## src/rtl/bw_r_rf32x108_qctl_pkg.sv

```systemverilog
// Shared constants and types for the 32x108 register-file queue controller.
package bw_r_rf32x108_qctl_pkg;

  localparam int RF32X108_DW    = 108;
  localparam int RF32X108_AW    = 5;
  localparam int RF32X108_DEPTH = 32;
  localparam int RF32X108_WENW  = 4;

  typedef logic [RF32X108_DW-1:0]   rf_data_t;
  typedef logic [RF32X108_AW-1:0]   rf_adr_t;
  typedef logic [RF32X108_AW:0]     rf_cnt_t;
  typedef logic [RF32X108_WENW-1:0] rf_wen_t;
  typedef logic [2:0]               dbg_wait_t;

  // Occupancy thresholds in counter width.
  localparam rf_cnt_t RF32X108_FULL_CNT  = 6'd32;
  localparam rf_cnt_t RF32X108_AFULL_CNT = 6'd28;

  // Number of cycles a pending debug read may lose to dequeue.
  localparam dbg_wait_t RF32X108_DBG_MAXWAIT = 3'd4;

endpackage

```

## src/rtl/bw_r_rf32x108_qctl_if.sv

```systemverilog
// Bundle of queue, diagnostic and macro-side signals around the controller.
// Handshakes: an entry moves when enq_vld & enq_rdy are high on the same clock
// edge; enq_rdy never depends on enq_vld. deq_req/dbg_req are held by the
// requester until the matching grant is seen; data follows one cycle after the
// grant, qualified by deq_vld/dbg_vld.
interface bw_r_rf32x108_qctl_if;
  import bw_r_rf32x108_qctl_pkg::*;

  logic      enq_vld;
  rf_data_t  enq_data;
  rf_wen_t   enq_wen;
  logic      enq_rdy;
  logic      deq_req;
  logic      deq_gnt;
  logic      deq_vld;
  rf_data_t  deq_data;
  logic      dbg_req;
  rf_adr_t   dbg_adr;
  logic      dbg_gnt;
  logic      dbg_vld;
  rf_data_t  dbg_data;
  rf_cnt_t   count;
  logic      empty;
  logic      full;
  logic      afull;
  dbg_wait_t dbg_wait;
  rf_data_t  rf_din;
  rf_adr_t   rf_wr_adr;
  logic      rf_wr_en;
  rf_wen_t   rf_word_wen;
  rf_adr_t   rf_rd_adr1;
  rf_adr_t   rf_rd_adr2;
  logic      rf_sel_rdaddr1;
  logic      rf_read_en;
  logic      rf_reset_l;
  rf_data_t  rf_dout;

  // Controller side.
  modport slave (
    input  enq_vld, enq_data, enq_wen, deq_req, dbg_req, dbg_adr, rf_dout,
    output enq_rdy, deq_gnt, deq_vld, deq_data, dbg_gnt, dbg_vld, dbg_data,
           count, empty, full, afull, dbg_wait,
           rf_din, rf_wr_adr, rf_wr_en, rf_word_wen, rf_rd_adr1, rf_rd_adr2,
           rf_sel_rdaddr1, rf_read_en, rf_reset_l
  );

  // Producer / consumer / macro side.
  modport master (
    output enq_vld, enq_data, enq_wen, deq_req, dbg_req, dbg_adr, rf_dout,
    input  enq_rdy, deq_gnt, deq_vld, deq_data, dbg_gnt, dbg_vld, dbg_data,
           count, empty, full, afull, dbg_wait,
           rf_din, rf_wr_adr, rf_wr_en, rf_word_wen, rf_rd_adr1, rf_rd_adr2,
           rf_sel_rdaddr1, rf_read_en, rf_reset_l
  );
endinterface

```

## src/rtl/bw_rf_qptr.sv

```systemverilog
// FIFO write/read pointers, occupancy counter and registered status flags.
module bw_rf_qptr
  import bw_r_rf32x108_qctl_pkg::*;
(
  input  logic    i_clk,
  input  logic    i_reset,
  input  logic    i_hold,
  input  logic    i_push,
  input  logic    i_pop,
  output rf_adr_t o_wr_ptr,
  output rf_adr_t o_rd_ptr,
  output rf_cnt_t o_count,
  output logic    o_empty,
  output logic    o_full,
  output logic    o_afull
);

  rf_adr_t r_wr_ptr;
  rf_adr_t r_rd_ptr;
  rf_cnt_t r_count;
  logic    r_empty;
  logic    r_full;
  logic    r_afull;
  rf_cnt_t w_count_nxt;

  // Next occupancy: a simultaneous push and pop leaves the count unchanged.
  always_comb begin
    w_count_nxt = r_count;
    if (i_push && !i_pop) begin
      w_count_nxt = r_count + 1'b1;
    end else if (!i_push && i_pop) begin
      w_count_nxt = r_count - 1'b1;
    end
  end

  // Pointers roll over naturally at the AW-bit boundary; flags track the new count.
  always_ff @(posedge i_clk) begin
    if (i_reset) begin
      r_wr_ptr <= '0;
      r_rd_ptr <= '0;
      r_count  <= '0;
      r_empty  <= 1'b1;
      r_full   <= 1'b0;
      r_afull  <= 1'b0;
    end else if (!i_hold) begin
      if (i_push) r_wr_ptr <= r_wr_ptr + 1'b1;
      if (i_pop)  r_rd_ptr <= r_rd_ptr + 1'b1;
      r_count <= w_count_nxt;
      r_empty <= (w_count_nxt == '0);
      r_full  <= (w_count_nxt == RF32X108_FULL_CNT);
      r_afull <= (w_count_nxt >= RF32X108_AFULL_CNT);
    end
  end

  assign o_wr_ptr = r_wr_ptr;
  assign o_rd_ptr = r_rd_ptr;
  assign o_count  = r_count;
  assign o_empty  = r_empty;
  assign o_full   = r_full;
  assign o_afull  = r_afull;

endmodule

```

## src/rtl/bw_r_rf32x108_qctl.sv

```systemverilog
// Sequences a 32x108 1R1W register file as a FIFO and shares its read port
// between dequeue and an aged diagnostic read path.
module bw_r_rf32x108_qctl
  import bw_r_rf32x108_qctl_pkg::*;
(
  input logic                 rclk,
  input logic                 reset,
  input logic                 sehold,
  bw_r_rf32x108_qctl_if.slave qif
);

  rf_adr_t   w_wr_ptr;
  rf_adr_t   w_rd_ptr;
  rf_cnt_t   w_count;
  logic      w_empty;
  logic      w_full;
  logic      w_afull;
  logic      w_enq_rdy;
  logic      w_wr_en;
  logic      w_deq_gnt;
  logic      w_dbg_gnt;
  logic      w_dbg_aged;
  logic      w_wr_hit;
  dbg_wait_t r_dbg_wait;
  logic      r_deq_vld;
  logic      r_dbg_vld;

  bw_rf_qptr u_qptr (
    .i_clk    (rclk),
    .i_reset  (reset),
    .i_hold   (sehold),
    .i_push   (w_wr_en),
    .i_pop    (w_deq_gnt),
    .o_wr_ptr (w_wr_ptr),
    .o_rd_ptr (w_rd_ptr),
    .o_count  (w_count),
    .o_empty  (w_empty),
    .o_full   (w_full),
    .o_afull  (w_afull)
  );

  // Grant arbitration: dequeue wins until the debug request has aged out;
  // a debug read never targets the entry being written this cycle.
  always_comb begin
    w_enq_rdy  = ~w_full & ~sehold & ~reset;
    w_wr_en    = qif.enq_vld & w_enq_rdy;
    w_dbg_aged = (r_dbg_wait >= RF32X108_DBG_MAXWAIT);
    w_wr_hit   = w_wr_en & (qif.dbg_adr == w_wr_ptr);
    w_deq_gnt  = qif.deq_req & ~w_empty & ~sehold & ~reset & (~qif.dbg_req | ~w_dbg_aged);
    w_dbg_gnt  = qif.dbg_req & ~w_deq_gnt & ~sehold & ~reset & ~w_wr_hit;
  end

  // Read-data valids trail the grants by one cycle; debug age saturates.
  always_ff @(posedge rclk) begin
    if (reset) begin
      r_deq_vld  <= 1'b0;
      r_dbg_vld  <= 1'b0;
      r_dbg_wait <= '0;
    end else if (!sehold) begin
      r_deq_vld <= w_deq_gnt;
      r_dbg_vld <= w_dbg_gnt;
      if (w_dbg_gnt) begin
        r_dbg_wait <= '0;
      end else if (qif.dbg_req && !w_dbg_aged) begin
        r_dbg_wait <= r_dbg_wait + 1'b1;
      end
    end
  end

  assign qif.enq_rdy        = w_enq_rdy;
  assign qif.deq_gnt        = w_deq_gnt;
  assign qif.deq_vld        = r_deq_vld;
  assign qif.deq_data       = qif.rf_dout;
  assign qif.dbg_gnt        = w_dbg_gnt;
  assign qif.dbg_vld        = r_dbg_vld;
  assign qif.dbg_data       = qif.rf_dout;
  assign qif.count          = w_count;
  assign qif.empty          = w_empty;
  assign qif.full           = w_full;
  assign qif.afull          = w_afull;
  assign qif.dbg_wait       = r_dbg_wait;
  assign qif.rf_din         = qif.enq_data;
  assign qif.rf_wr_adr      = w_wr_ptr;
  assign qif.rf_wr_en       = w_wr_en;
  assign qif.rf_word_wen    = qif.enq_wen;
  assign qif.rf_rd_adr1     = w_rd_ptr;
  assign qif.rf_rd_adr2     = qif.dbg_adr;
  assign qif.rf_sel_rdaddr1 = w_deq_gnt;
  assign qif.rf_read_en     = w_deq_gnt | w_dbg_gnt;
  assign qif.rf_reset_l     = ~reset;

endmodule

```

## src/flat_wrapper.sv

```systemverilog
// flat-port wrapper written by rule: the top's interface ports become plain ports
module bw_r_rf32x108_qctl_flat import bw_r_rf32x108_qctl_pkg::*;
  (rclk, reset, sehold, qif_enq_vld, qif_enq_data, qif_enq_wen, qif_deq_req, qif_dbg_req, qif_dbg_adr, qif_rf_dout, qif_enq_rdy, qif_deq_gnt, qif_deq_vld, qif_deq_data, qif_dbg_gnt, qif_dbg_vld, qif_dbg_data, qif_count, qif_empty, qif_full, qif_afull, qif_dbg_wait, qif_rf_din, qif_rf_wr_adr, qif_rf_wr_en, qif_rf_word_wen, qif_rf_rd_adr1, qif_rf_rd_adr2, qif_rf_sel_rdaddr1, qif_rf_read_en, qif_rf_reset_l);
  bw_r_rf32x108_qctl_if qif_i ();
  input logic rclk;
  input logic reset;
  input logic sehold;
  input wire logic [$bits(qif_i.enq_vld)-1:0] qif_enq_vld;
  input wire logic [$bits(qif_i.enq_data)-1:0] qif_enq_data;
  input wire logic [$bits(qif_i.enq_wen)-1:0] qif_enq_wen;
  input wire logic [$bits(qif_i.deq_req)-1:0] qif_deq_req;
  input wire logic [$bits(qif_i.dbg_req)-1:0] qif_dbg_req;
  input wire logic [$bits(qif_i.dbg_adr)-1:0] qif_dbg_adr;
  input wire logic [$bits(qif_i.rf_dout)-1:0] qif_rf_dout;
  output wire logic [$bits(qif_i.enq_rdy)-1:0] qif_enq_rdy;
  output wire logic [$bits(qif_i.deq_gnt)-1:0] qif_deq_gnt;
  output wire logic [$bits(qif_i.deq_vld)-1:0] qif_deq_vld;
  output wire logic [$bits(qif_i.deq_data)-1:0] qif_deq_data;
  output wire logic [$bits(qif_i.dbg_gnt)-1:0] qif_dbg_gnt;
  output wire logic [$bits(qif_i.dbg_vld)-1:0] qif_dbg_vld;
  output wire logic [$bits(qif_i.dbg_data)-1:0] qif_dbg_data;
  output wire logic [$bits(qif_i.count)-1:0] qif_count;
  output wire logic [$bits(qif_i.empty)-1:0] qif_empty;
  output wire logic [$bits(qif_i.full)-1:0] qif_full;
  output wire logic [$bits(qif_i.afull)-1:0] qif_afull;
  output wire logic [$bits(qif_i.dbg_wait)-1:0] qif_dbg_wait;
  output wire logic [$bits(qif_i.rf_din)-1:0] qif_rf_din;
  output wire logic [$bits(qif_i.rf_wr_adr)-1:0] qif_rf_wr_adr;
  output wire logic [$bits(qif_i.rf_wr_en)-1:0] qif_rf_wr_en;
  output wire logic [$bits(qif_i.rf_word_wen)-1:0] qif_rf_word_wen;
  output wire logic [$bits(qif_i.rf_rd_adr1)-1:0] qif_rf_rd_adr1;
  output wire logic [$bits(qif_i.rf_rd_adr2)-1:0] qif_rf_rd_adr2;
  output wire logic [$bits(qif_i.rf_sel_rdaddr1)-1:0] qif_rf_sel_rdaddr1;
  output wire logic [$bits(qif_i.rf_read_en)-1:0] qif_rf_read_en;
  output wire logic [$bits(qif_i.rf_reset_l)-1:0] qif_rf_reset_l;
  assign qif_i.enq_vld = qif_enq_vld;
  assign qif_i.enq_data = qif_enq_data;
  assign qif_i.enq_wen = qif_enq_wen;
  assign qif_i.deq_req = qif_deq_req;
  assign qif_i.dbg_req = qif_dbg_req;
  assign qif_i.dbg_adr = qif_dbg_adr;
  assign qif_i.rf_dout = qif_rf_dout;
  assign qif_enq_rdy = qif_i.enq_rdy;
  assign qif_deq_gnt = qif_i.deq_gnt;
  assign qif_deq_vld = qif_i.deq_vld;
  assign qif_deq_data = qif_i.deq_data;
  assign qif_dbg_gnt = qif_i.dbg_gnt;
  assign qif_dbg_vld = qif_i.dbg_vld;
  assign qif_dbg_data = qif_i.dbg_data;
  assign qif_count = qif_i.count;
  assign qif_empty = qif_i.empty;
  assign qif_full = qif_i.full;
  assign qif_afull = qif_i.afull;
  assign qif_dbg_wait = qif_i.dbg_wait;
  assign qif_rf_din = qif_i.rf_din;
  assign qif_rf_wr_adr = qif_i.rf_wr_adr;
  assign qif_rf_wr_en = qif_i.rf_wr_en;
  assign qif_rf_word_wen = qif_i.rf_word_wen;
  assign qif_rf_rd_adr1 = qif_i.rf_rd_adr1;
  assign qif_rf_rd_adr2 = qif_i.rf_rd_adr2;
  assign qif_rf_sel_rdaddr1 = qif_i.rf_sel_rdaddr1;
  assign qif_rf_read_en = qif_i.rf_read_en;
  assign qif_rf_reset_l = qif_i.rf_reset_l;
  bw_r_rf32x108_qctl u_core (.rclk(rclk), .reset(reset), .sehold(sehold), .qif(qif_i));
endmodule
```

## config.mk

```make
export PLATFORM = sky130hd
export DESIGN_NAME = bw_r_rf32x108_qctl_flat
export DESIGN_NICKNAME = d
export VERILOG_FILES = /design/src/rtl/bw_r_rf32x108_qctl_pkg.sv /design/src/rtl/bw_r_rf32x108_qctl_if.sv /design/src/rtl/bw_rf_qptr.sv /design/src/rtl/bw_r_rf32x108_qctl.sv /design/src/flat_wrapper.sv
export SDC_FILE = /design/constraint.sdc
export NUM_CORES = 1
export LEC_CHECK = 0
export CAP_MARGIN = 5
export CELL_PAD_IN_SITES_DETAIL_PLACEMENT = 0
export CELL_PAD_IN_SITES_GLOBAL_PLACEMENT = 1
export CORE_AREA = 2 2 234 236
export CTS_CLUSTER_DIAMETER = 200
export DETAILED_ROUTE_END_ITERATION = 6
export DIE_AREA = 0 0 236 238
export PLACE_DENSITY = 0.46
export SYNTH_ARGS = -nofsm -noshare
export SYNTH_HDL_FRONTEND = slang
export SYNTH_HIERARCHICAL = 1
export SYNTH_SLANG_ARGS = --single-unit
```

## constraint.sdc

```tcl
create_clock -name rclk -period 4.84 [get_ports rclk]
set_input_delay 1.21 -clock rclk [delete_from_list [all_inputs] [get_ports rclk]]
set_output_delay 1.21 -clock rclk [all_outputs]
set_load 0.1 [all_outputs]
```

==> results.py <==
metrics = {
    "placed_design": {
        "hpwlAfterDp_um": 10900,
        "dp.cells": 900,
        "port_buffers": 46,
        "place_congestion": 0.625,
        "place_area_mm2": 0.00280,
    },
    "layout": {
        "drive_gt1_share_pct": 19.2,
        "syn_to_final_growth_pct": -25.9,
        "antennaDiodeCount": 0,
        "nFillCells": 6282,
        "finalInstanceArea_mm2": 0.00291,
        "final_core_util_pct": 5.44,
        "nets": 445,
        "final_cells": 904,
        "regArea_um2": 480,
        "multiInputGateArea_um2": 875,
    },
    "logic_synthesis": {
        "ys_types": 48,
        "synth_commonest_cells": "buf_4, dfxtp_1, nor2_1",
        "async_flop_share_pct": 0,
        "synth_flop_cell": "dfxtp_1",
        "yosys.area.top_type_share_pct": 63.9,
        "synth_top_cell_by_area": "buf_4",
        "yosysMostFrequentCell": "buf_4",
        "synth-seq-cells": 24,
        "synth_enable_flop_cells": 0,
        "syn_avg_cell_area_um2": 7.93,
        "syn_nets": 731,
        "synthTopCellsByArea": "buf_4, dfxtp_1, xor2_1",
        "ys_seq_area_share_pct": 12.2,
        "syn_area_mm2": 0.00393,
        "synthCells": 495,
        "yosys_warnings": 6,
    },
    "global_route": {
        "grt_pass1_wl_um": 17000,
        "met2_usage_pct": 6.51,
        "grt.met1_usage_pct": 3.60,
        "top_usage_layer": "met2",
        "grt.overflow.total": 0,
        "track_usage_pct": 4.46,
        "first_global_vias": 1894,
        "met3_usage_pct": 3.99,
        "grt_max_degree": 18,
        "antenna_found_initial": 0,
    },
    "drt": {
        "drt-initial-drc-count": 63,
        "ant_nets": 0,
        "drc": 0,
        "wire_per_inst_um": 14.5,
        "first_pass_iters": 4,
        "vias": 1789,
        "via_per_inst": 1.98,
        "wirelength_um": 13100,
    },
    "floorplanning": {
        "core_mm2": 0.0535,
        "rows": 85,
        "die_w_um": 236,
        "dieArea_mm2": 0.0562,
        "io_pins": 595,
        "die_y_um": 238,
        "start_util_pct": 7.34,
    },
    "clock_tree": {
        "cts_tree": "done",
        "cts_resized": 0,
        "clk_pin_slew_ps": 80,
        "postCtsSetupBuffers": 0,
        "numCtsBuffers": 3,
        "htree_num_levels": 1,
        "root_buffer": "clkbuf_16",
        "insertion_delay_ps": 280,
        "postCtsHoldBufs": 0,
        "cts_sinks": 24,
        "cts_max_path_buffers": 2,
    },
    "worst_setup_path": {
        "path_class": "input pin to primary output",
        "critPathLaunchType": "input pin",
        "critPathTopFamily": "simple AND/OR/NAND/NOR gates",
        "max_stage_delay_ps": 700,
        "r2r_end": "u_core/u_qptr/o_full",
        "worstPathCellList": "clkdlybuf4s50_1 -> nor3_4 -> and2_4 -> a31oi_4 -> or2_1 -> buf_12",
        "reg2reg_depth": 8,
        "cp_max_fo": 14,
        "worstPathArrival_ps": 3260,
        "crit_slowest_cell": "clkdlybuf4s50_1",
        "rr_startpoint": "u_core/u_qptr/o_empty",
        "reg2reg_slack_ps": 2250,
        "worstPathRequired_ps": 3630,
        "worst-path-buf-inv": 2,
        "critical_path.endpoint_type": "primary output",
    },
    "min_path": {
        "holdPathEnd": "u_core/qif.dbg_wait[1]",
        "hold_path_depth": 2,
        "min_from": "u_core/qif.dbg_wait[1]",
        "min_path_type": "flip-flop to flip-flop",
    },
    "pwr": {
        "p_per_area_mw_per_mm2": 208,
        "p_leak_nw": 0.795,
        "ir_drop_v": 0.000105,
    },
    "sta": {
        "slew_violations": 0,
        "fmax_mhz": 224,
        "skew_ps": 7.55,
        "worst_pin_slew_ps": 1060,
        "maxSlewHeadroom_pct": 29.3,
        "grt_setup_unrepaired": "false",
        "finalHoldViolations": 0,
        "fin_crit_sh_pct": 92.3,
        "finalSetupViolCount": 0,
        "finalCriticalPeriod_ps": 4470,
    },
    "status": {
        "run_status": "complete, no violations",
    },
    "run": {
        "maxCapViolCount": 0,
    },
}
[layer usage]
metal	up-vias	wire, um
li1	659	-
met1	709	3720
met2	310	5560
met3	111	2510
met4	0	1320
met5	-	0
[kinds of logic after synthesis]
logic type	Yosys count	synth area share, %
AOI/OAI and AO/OA	30	5.45
xor gates and xnor gates	19	4.24
adders and majority gates	5	1.59
buffers and inverters	350	65.8
DFF	24	12.2
muxes	4	1.02
and+or+nand+nor	63	9.66
[cell type report]
type	instances	area share (%)
repair buffers	52	18.9
inverters	7	0.904
clock inverters	1	1.03
multi-input cells	121	30.1
well taps	696	29.9
flip-flops and latches	24	16.5
clock buffers	3	2.58
[stage by stage]
| stage | TNS (ps) | hold slack (ps) | total power [mW] | setup WS [ps] |
|---|---|---|---|---|
| floorplan | -125 | 893 | 1.59 | -125 |
| global placement | 0 | 473 | 0.357 | 338 |
| detailed placement | 0 | 499 | 0.356 | 313 |
| CTS | 0 | 514 | 0.629 | 304 |
| global route | 0 | 547 | 0.643 | 253 |
| finish | 0 | 507 | 0.606 | 373 |
[sequential cells by signal, summed over array words and instances (netlist names)]
register,cells
u_core/qif.dbg_vld,1
u_core/qif.dbg_wait,3
u_core/qif.deq_vld,1
u_core/u_qptr/o_afull,1
u_core/u_qptr/o_count,6
u_core/u_qptr/o_empty,1
u_core/u_qptr/o_full,1
u_core/u_qptr/o_rd_ptr,5
u_core/u_qptr/o_wr_ptr,5
[worst max path at each step]
stage / slack, ps / endpoint / cells past startpoint / startpoint
CTS: 300 / qif_rf_read_en / 6 / sehold
floorplan: -130 / qif_rf_read_en / 5 / reset
global route: 250 / qif_rf_read_en / 6 / sehold
global placement: 340 / qif_rf_read_en / 6 / sehold
finish: 370 / qif_rf_read_en / 6 / sehold
detailed placement: 310 / qif_rf_read_en / 6 / sehold
[power breakdown]
group	internal [mW]	switching [mW]
Combinational	0.0405	0.100
Sequential	0.201	0.00548
Clock	0.165	0.0925
Total	0.407	0.198
[cells in the final DEF, fill, tap and decap left out, types with 2 or more instances in the layout]
master and n:
nand2b_1 2, nor3_1 2, dfxtp_1 24, o22ai_1 3, nor3_2 2, xor2_1 12
ha_1 5, buf_4 16, nand2_1 7, a21oi_1 10, o21ai_0 5, clkdlybuf4s50_1 29
clkbuf_16 3, nand4_1 5, nor2b_1 4, xnor2_1 7, mux2i_1 4, nor2_1 20
buf_12 7, nand3_1 3, or3_1 4, inv_1 7
[worst min-delay path, stage by stage (launching register included)]
cell and delay, ps:
dfxtp_1 340, inv_1 60, o22ai_1 60
(Power assumes the default switching activity.)
